`config.mk`:
```
export PLATFORM = sky130hd
export DESIGN_NAME = clk_div_bank
export DESIGN_NICKNAME = d
export VERILOG_FILES = /design/src/rtl/clk_div_bank_pkg.sv /design/src/rtl/clk_div_chan.sv /design/src/rtl/clk_div_bank.sv
export SDC_FILE = /design/constraint.sdc
export NUM_CORES = 1
export LEC_CHECK = 0
export BUFFER_PORTS_ARGS = -buffer_cell sky130_fd_sc_hd__buf_2
export CELL_PAD_IN_SITES_DETAIL_PLACEMENT = 0
export CELL_PAD_IN_SITES_GLOBAL_PLACEMENT = 2
export CORE_ASPECT_RATIO = 0.6
export CORE_UTILIZATION = 39
export CTS_BUF_LIST = sky130_fd_sc_hd__clkbuf_4
export CTS_CLUSTER_DIAMETER = 50
export CTS_CLUSTER_SIZE = 12
export DETAILED_ROUTE_END_ITERATION = 8
export GPL_TIMING_DRIVEN = 0
export PLACE_DENSITY_LB_ADDON = 0.1
export SLEW_MARGIN = 20
export SYNTH_ARGS = -nofsm -noshare
export SYNTH_HDL_FRONTEND = slang
export SYNTH_SLANG_ARGS = --single-unit
export TNS_END_PERCENT = 10
```
`constraint.sdc`:
```
create_clock -name clk -period 4.1 [get_ports clk]
set_input_delay 0.41 -clock clk [delete_from_list [all_inputs] [get_ports clk]]
set_output_delay 0.41 -clock clk [all_outputs]
set_load 0.03 [all_outputs]
```
`src/rtl/clk_div_bank_pkg.sv`:
```
// -----------------------------------------------------------------------------
// clk_div_bank_pkg
//   Shared constants for the clock-divider bank. The top level uses them for its
//   default parameters, so every consumer agrees on the oscillator-derived rates.
//
//   CNT_W_DEF   default counter/divisor width
//   DIV_SERIAL  default divisor of the serial-clock channel (channel 0)
//   DIV_DIGIT   default divisor of the digit-clock channel (channel 1)
// -----------------------------------------------------------------------------
package clk_div_bank_pkg;

    localparam int          CNT_W_DEF  = 12;
    localparam logic [11:0] DIV_SERIAL = 12'd255;
    localparam logic [11:0] DIV_DIGIT  = 12'd2047;

endpackage : clk_div_bank_pkg

```
`src/rtl/clk_div_chan.sv`:
```
// -----------------------------------------------------------------------------
// clk_div_chan
//   One divider channel. The channel toggles clk_out every div_act+1 enabled
//   cycles and raises tick (and, on a 0->1 edge, rise) in that same cycle.
//   A divisor written while the channel runs is parked in div_pend. It takes
//   effect at the next terminal count, so no half-period is ever cut short or
//   stretched.
//
//   Ports
//     clk      in   oscillator clock
//     rst_n    in   synchronous reset, active low
//     en       in   run enable; low forces the channel idle with clk_out low
//     wr       in   divisor write aimed at this channel (already decoded)
//     wr_data  in   new divisor
//     sync     in   phase-align request (tied low when alignment is not built)
//     clk_out  out  divided clock, 50% duty
//     tick     out  one-cycle pulse in the cycle clk_out toggles
//     rise     out  one-cycle pulse in the cycle clk_out goes 0->1
//     pend     out  divisor accepted but not yet applied
// -----------------------------------------------------------------------------
module clk_div_chan #(
    parameter int               CNT_W   = 12,
    parameter logic [CNT_W-1:0] DEF_DIV = '0
) (
    input  logic             clk,
    input  logic             rst_n,
    input  logic             en,
    input  logic             wr,
    input  logic [CNT_W-1:0] wr_data,
    input  logic             sync,
    output logic             clk_out,
    output logic             tick,
    output logic             rise,
    output logic             pend
);

    logic [CNT_W-1:0] cnt;
    logic [CNT_W-1:0] div_act;
    logic [CNT_W-1:0] div_pend;
    logic             terminal;

    // The >= comparison (rather than ==) keeps the channel from running away
    // through the full counter range if div_act ever drops below cnt.
    assign terminal = (cnt >= div_act);

    // NOTE: sequential state uses non-blocking assignments only, so every
    // branch reads the pre-edge values of cnt, clk_out and pend.
    always_ff @(posedge clk) begin
        if (!rst_n) begin
            // NOTE: div_pend is reset along with the live state. This keeps a
            // stale divisor from a previous run from leaking through the
            // sync or disable paths.
            cnt      <= '0;
            div_act  <= DEF_DIV;
            div_pend <= DEF_DIV;
            pend     <= 1'b0;
            clk_out  <= 1'b0;
            tick     <= 1'b0;
            rise     <= 1'b0;
        end else if (sync) begin
            // Alignment restart. Any parked divisor is applied now. A write in
            // this same cycle becomes the new parked value.
            cnt     <= '0;
            clk_out <= 1'b0;
            tick    <= 1'b0;
            rise    <= 1'b0;
            if (pend) begin
                div_act <= div_pend;
            end
            pend <= wr;
            if (wr) begin
                div_pend <= wr_data;
            end
        end else if (!en) begin
            // An idle channel has no half-period to protect, so writes land
            // directly. A value still parked from before the disable is
            // applied here too.
            cnt     <= '0;
            clk_out <= 1'b0;
            tick    <= 1'b0;
            rise    <= 1'b0;
            pend    <= 1'b0;
            if (wr) begin
                div_act <= wr_data;
            end else if (pend) begin
                div_act <= div_pend;
            end
        end else begin
            if (wr) begin
                div_pend <= wr_data;
                pend     <= 1'b1;
            end
            if (terminal) begin
                clk_out <= ~clk_out;
                tick    <= 1'b1;
                rise    <= ~clk_out;
                cnt     <= '0;
                // A write landing on this terminal waits for the next one.
                // This terminal still uses the old divisor.
                if (pend && !wr) begin
                    div_act <= div_pend;
                    pend    <= 1'b0;
                end
            end else begin
                cnt  <= cnt + 1'b1;
                tick <= 1'b0;
                rise <= 1'b0;
            end
        end
    end

endmodule : clk_div_chan

```
`src/rtl/clk_div_bank.sv`:
```
// -----------------------------------------------------------------------------
// clk_div_bank
//   Bank of NCH programmable clock dividers running from the oscillator clock.
//   Each channel produces a toggled low-rate clock plus aligned tick/rise
//   strobes. The top level decodes divisor writes to one channel and fans the
//   optional phase-align request out to all channels.
//
//   Build option
//     CLKDIV_SYNC_EN  when defined, sync_req restarts every channel
//                     phase-aligned. When undefined, sync_req is accepted but
//                     ignored.
//
//   Ports
//     clk       in   oscillator clock
//     rst_n     in   synchronous reset, active low
//     en        in   per-channel run enable
//     div_wr    in   divisor write strobe, one cycle
//     div_sel   in   target channel; values >= NCH are ignored
//     div_data  in   new divisor
//     sync_req  in   phase-align request
//     clk_out   out  divided clocks
//     tick      out  toggle strobes
//     rise      out  rising-edge strobes
//     pend      out  divisor written but not yet applied
// -----------------------------------------------------------------------------
module clk_div_bank
    import clk_div_bank_pkg::*;
#(
    parameter int                     NCH     = 2,
    parameter int                     CNT_W   = CNT_W_DEF,
    parameter logic [NCH*CNT_W-1:0]   DEF_DIV = {DIV_DIGIT, DIV_SERIAL}
) (
    input  logic               clk,
    input  logic               rst_n,
    input  logic [NCH-1:0]     en,
    input  logic               div_wr,
    input  logic [$clog2(NCH):0] div_sel,
    input  logic [CNT_W-1:0]   div_data,
    input  logic               sync_req,
    output logic [NCH-1:0]     clk_out,
    output logic [NCH-1:0]     tick,
    output logic [NCH-1:0]     rise,
    output logic [NCH-1:0]     pend
);

    // The extra select bit lets out-of-range selects be expressed and dropped.
    localparam int SEL_W = $clog2(NCH) + 1;

    logic sync_int;

`ifdef CLKDIV_SYNC_EN
    assign sync_int = sync_req;
`else
    logic unused_sync_req;
    assign unused_sync_req = sync_req;
    assign sync_int        = 1'b0;
`endif

    for (genvar i = 0; i < NCH; i++) begin : g_chan
        logic wr_hit;

        assign wr_hit = div_wr && (div_sel == SEL_W'(i));

        clk_div_chan #(
            .CNT_W   (CNT_W),
            .DEF_DIV (DEF_DIV[i*CNT_W +: CNT_W])
        ) u_chan (
            .clk     (clk),
            .rst_n   (rst_n),
            .en      (en[i]),
            .wr      (wr_hit),
            .wr_data (div_data),
            .sync    (sync_int),
            .clk_out (clk_out[i]),
            .tick    (tick[i]),
            .rise    (rise[i]),
            .pend    (pend[i])
        );
    end

endmodule : clk_div_bank

```
==> metrics.txt <==
# TYPE chip_impl_metric gauge
chip_impl_info{name="status",value="finished clean"} 1
chip_impl_metric{name="worst-endpoint-required",unit="ns"} 4.43
chip_impl_metric{name="fmaxAchievable",unit="GHz"} 0.406
chip_impl_info{name="hp-class",value="in2reg"} 1
chip_impl_metric{name="post_dp_cell_area",unit="um^2"} 4070
chip_impl_metric{name="synth.ff_latch_count",unit=""} 80
chip_impl_metric{name="h_tree_depth_reported_by_cts",unit=""} 3
chip_impl_metric{name="placedCellCount",unit=""} 576
chip_impl_metric{name="grt_max_degree",unit=""} 14
chip_impl_metric{name="vias_in_the_first_global_route",unit=""} 2731
chip_impl_info{name="grt_setup_unrepaired",value="no"} 1
chip_impl_metric{name="totalWireLength",unit="mm"} 8.37
chip_impl_metric{name="synth.distinct_cells",unit=""} 40
chip_impl_metric{name="cts_made_buffers",unit=""} 9
chip_impl_metric{name="fp-row-count",unit=""} 27
chip_impl_info{name="top_cells_by_area_in_the_synthesized_netlist",value="sky130_fd_sc_hd__dfxtp_1 (42%), sky130_fd_sc_hd__ha_1 (8.6%), sky130_fd_sc_hd__nand2_1 (5.8%)"} 1
chip_impl_metric{name="syn2layout_area_growth",unit="%"} 13.1
chip_impl_metric{name="timing_hold_violations_final",unit=""} 0
chip_impl_metric{name="core-area",unit="um^2"} 9290
chip_impl_metric{name="fraction_of_layout_cells_with_a_size_suffix_above_1",unit="%"} 14.1
chip_impl_metric{name="numPortBuffers",unit=""} 25
chip_impl_metric{name="report.power.total",unit="mW"} 1.54
chip_impl_metric{name="drv_cap",unit=""} 0
chip_impl_info{name="yosys_most_used_dff",value="sky130_fd_sc_hd__dfxtp_1"} 1
chip_impl_metric{name="final_core_util",unit="%"} 46.0
chip_impl_metric{name="postCtsResizedCells",unit=""} 0
chip_impl_metric{name="initialDrtViolationCount",unit=""} 151
chip_impl_metric{name="detailedRoute.firstPassIterationCount",unit=""} 4
chip_impl_metric{name="detail_route.drc_violations",unit=""} 0
chip_impl_info{name="root_buffer",value="sky130_fd_sc_hd__clkbuf_4"} 1
chip_impl_metric{name="postSynth.asyncResetShare",unit="%"} 0
chip_impl_metric{name="design.portCount",unit=""} 28
chip_impl_metric{name="vias",unit=""} 2876
chip_impl_metric{name="worst_slew_pin_slew",unit="ns"} 0.671
chip_impl_metric{name="timing.final.setup_violations",unit=""} 0
chip_impl_metric{name="synth.top_cell.area_share",unit="%"} 42.4
chip_impl_info{name="hp-start",value="div_data[7]"} 1
chip_impl_info{name="cp_class",value="reg2reg"} 1
chip_impl_metric{name="wp_data_arrival",unit="ns"} 2.79
chip_impl_metric{name="final.setup.tns",unit="ns"} 0
chip_impl_metric{name="gr-total-overflow",unit=""} 0
chip_impl_metric{name="die_area",unit="um^2"} 10100
chip_impl_metric{name="die_width",unit="um"} 129
chip_impl_metric{name="power_density",unit="nW/um^2"} 361
chip_impl_metric{name="max_slew_margin",unit="%"} 55.1
chip_impl_metric{name="post_placement_worst_setup_slack",unit="ns"} 1.66
chip_impl_info{name="worst_setup_path_startpoint",value="g_chan[1].u_chan.div_act[11]$_SDFFE_PN0P_"} 1
chip_impl_metric{name="final_worst_slack",unit="ns"} 1.64
chip_impl_metric{name="ir_worst_vdd",unit="V"} 0.000183
chip_impl_metric{name="detail_route.vias_per_cell",unit=""} 4.86
chip_impl_metric{name="fp.dieH",unit="um"} 78.2
chip_impl_metric{name="grt_util_all_layers",unit="%"} 18.5
chip_impl_metric{name="drtAntennaViolNets",unit=""} 0
chip_impl_metric{name="synth.yosys.seq_area_share",unit="%"} 42.4
chip_impl_metric{name="grt_antenna_before_repair",unit=""} 0
chip_impl_metric{name="clockBufferDepth",unit=""} 2
chip_impl_metric{name="syn_area",unit="um^2"} 3780
chip_impl_metric{name="clock_pin_transition_on_the_worst_setup_and_hold_timing_paths",unit="ns"} 0.14
chip_impl_metric{name="clock_sinks",unit=""} 80
chip_impl_metric{name="detail_route.wl_per_cell",unit="um"} 14.1
chip_impl_metric{name="synth.avg_cell_area",unit="um^2"} 8.98
chip_impl_metric{name="whs",unit="ns"} 0.219
chip_impl_metric{name="fin_cells",unit=""} 592
chip_impl_metric{name="worst_skew_pair.late_latency",unit="ns"} 0.44
chip_impl_metric{name="synthCells",unit=""} 421
chip_impl_metric{name="dp_hpwl",unit="mm"} 6.56
chip_impl_metric{name="leakage",unit="nW"} 1.97
chip_impl_info{name="timing.critical_path.from_type",value="flop"} 1
chip_impl_metric{name="finalWeightedCongestion",unit=""} 0.747
chip_impl_metric{name="portion_of_the_clock_cycle_consumed_by_the_worst_path_in_the_final_layout",unit="%"} 60.0
chip_impl_metric{name="antenna-diode-count",unit=""} 0
chip_impl_info{name="r2r_start",value="g_chan[1].u_chan.div_act[11]$_SDFFE_PN0P_"} 1
chip_impl_metric{name="post_cts.repair.setup_buffers",unit=""} 0
chip_impl_metric{name="timing.final.max_slew_violations",unit=""} 0
chip_impl_info{name="worstSetupEndpointType",value="flop"} 1
chip_impl_info{name="yosysTopAreaCell",value="sky130_fd_sc_hd__dfxtp_1"} 1
chip_impl_metric{name="number_of_hold_repair_buffers_added_at_the_cts_stage",unit=""} 0
chip_impl_metric{name="starting_density_of_the_core",unit="%"} 40.7
chip_impl_metric{name="edff_count_synth",unit=""} 0
chip_impl_metric{name="grt_first_pass_wirelength",unit="mm"} 14.0
chip_impl_metric{name="period_needed",unit="ns"} 2.46
chip_impl_metric{name="synthesis.nets",unit=""} 467
chip_impl_metric{name="crit_fanout",unit=""} 10
chip_impl_metric{name="finalClockSkew",unit="ns"} 0.0153
chip_impl_metric{name="num-nets-final",unit=""} 503
chip_impl_metric{name="yosys_warnings",unit=""} 0
chip_impl_metric{name="postLayoutCellArea",unit="um^2"} 4270
chip_impl_info{name="tritoncts",value="built"} 1
## placed cells by master (no fill, tap or decap), drive strengths merged, types with 2 or more instances in the layout
cell type,count
xnor2,8
a311oi,2
bufinv,4
o211ai,2
a21o,4
a21oi,18
inv,27
nand3,36
ha,26
nor3b,2
mux2i,19
and3,9
nand2,58
dfxtp,80
o21ai,6
nor2,31
a2bb2oi,18
o2bb2ai,5
a32oi,2
nor3,6
nand2b,3
xor2,12
clkbuf,17
and2,4
a31oi,2
mux2,6
buf,41
nor2b,2
nand4,5
## flip-flops by register name, summed over array words and instances (netlist names)
register,cells
g_chan.u_chan.cnt,24
g_chan.u_chan.div_act,24
g_chan.u_chan.div_pend,24
g_chan.u_chan.clk_out,2
g_chan.u_chan.pend,2
g_chan.u_chan.rise,2
g_chan.u_chan.tick,2
## per-layer routing
layer  track usage, %  routed length, um  vias to the layer above  part of all wire, %
met5                0                  0                        -                    0
met4             5.29                 97                        0                  1.2
met3             5.04                363                        8                  4.3
met2             21.9               2760                       48                   33
met1             30.4               5150                     1294                   62
li1                 -                  -                     1526                    -
## report_power, final
group	internal, mW	total, mW	switching (mW)
Clock	0.375	0.652	0.277
Sequential	0.789	0.796	0.00719
Combinational	0.0373	0.0925	0.0551
## cell usage after synthesis, types with 2 or more instances
cell type / count
sky130_fd_sc_hd__a31oi_1: 2
sky130_fd_sc_hd__buf_2: 5
sky130_fd_sc_hd__xor2_1: 12
sky130_fd_sc_hd__o211ai_1: 2
sky130_fd_sc_hd__xnor2_1: 8
sky130_fd_sc_hd__nand2b_1: 3
sky130_fd_sc_hd__a21oi_1: 18
sky130_fd_sc_hd__dfxtp_1: 80
sky130_fd_sc_hd__nor2b_1: 2
sky130_fd_sc_hd__nor3b_1: 2
sky130_fd_sc_hd__nor3_1: 6
sky130_fd_sc_hd__nand3_1: 36
sky130_fd_sc_hd__a32oi_1: 2
sky130_fd_sc_hd__nand2_1: 58
sky130_fd_sc_hd__and3_1: 9
sky130_fd_sc_hd__ha_1: 26
sky130_fd_sc_hd__inv_1: 27
sky130_fd_sc_hd__buf_1: 2
sky130_fd_sc_hd__o2bb2ai_1: 5
sky130_fd_sc_hd__a2bb2oi_1: 18
sky130_fd_sc_hd__a21o_1: 3
sky130_fd_sc_hd__nand4_1: 5
sky130_fd_sc_hd__o21ai_0: 6
sky130_fd_sc_hd__and2_1: 3
sky130_fd_sc_hd__nor2_1: 30
sky130_fd_sc_hd__mux2_2: 6
sky130_fd_sc_hd__mux2i_1: 19
sky130_fd_sc_hd__clkbuf_1: 7
sky130_fd_sc_hd__buf_4: 8
## critical path, stage by stage, from the launching register on
cell and delay [ns]:
sky130_fd_sc_hd__dfxtp_1 0.33, sky130_fd_sc_hd__inv_1 0.07, sky130_fd_sc_hd__ha_1 0.35, sky130_fd_sc_hd__nand4_1 0.17
sky130_fd_sc_hd__nor3_1 0.27, sky130_fd_sc_hd__o211ai_1 0.32, sky130_fd_sc_hd__a311oi_1 0.45, sky130_fd_sc_hd__buf_2 0.31
sky130_fd_sc_hd__a2bb2oi_1 0.09
## worst paths after layout
kind / endpoint / slack [ns] / cells after the start
worst max-delay path: g_chan[1].u_chan.div_act[10]$_SDFFE_PN1P_ / 1.64 / 8
worst min-delay path: g_chan[0].u_chan.div_pend[7]$_SDFFE_PN1P_ / 0.22 / 3
worst max register to register: g_chan[1].u_chan.div_act[10]$_SDFFE_PN1P_ / 1.64 / 8
worst min register to register: g_chan[0].u_chan.div_pend[8]$_SDFFE_PN0P_ / 0.47 / 2
## final cells by class
type                    count  area (um^2)
inverters                  27          101
multi-input cells         290         1940
clock buffers              10         75.1
repair buffers             25          125
plain buffers              24          139
fillers                   925         5020
clock inverters             6          131
well taps                 130          163
flip-flops and latches     80         1600
## kinds of logic (layout without fill, tap and decap cells)
group / Yosys count / after routing / share of synthesized area, %
buffers and inverters: 51 / 92 / 6.36
multiplexers: 25 / 25 / 6.82
XOR/XNOR: 20 / 20 / 4.64
adder cells (fa/ha/maj): 26 / 26 / 8.61
flip-flops: 80 / 80 / 42.4
AND/OR/NAND/NOR: 159 / 159 / 19.3
AO/OA/AOI/OAI: 60 / 60 / 11.9
No activity file was read; power rests on OpenSTA's default activity.
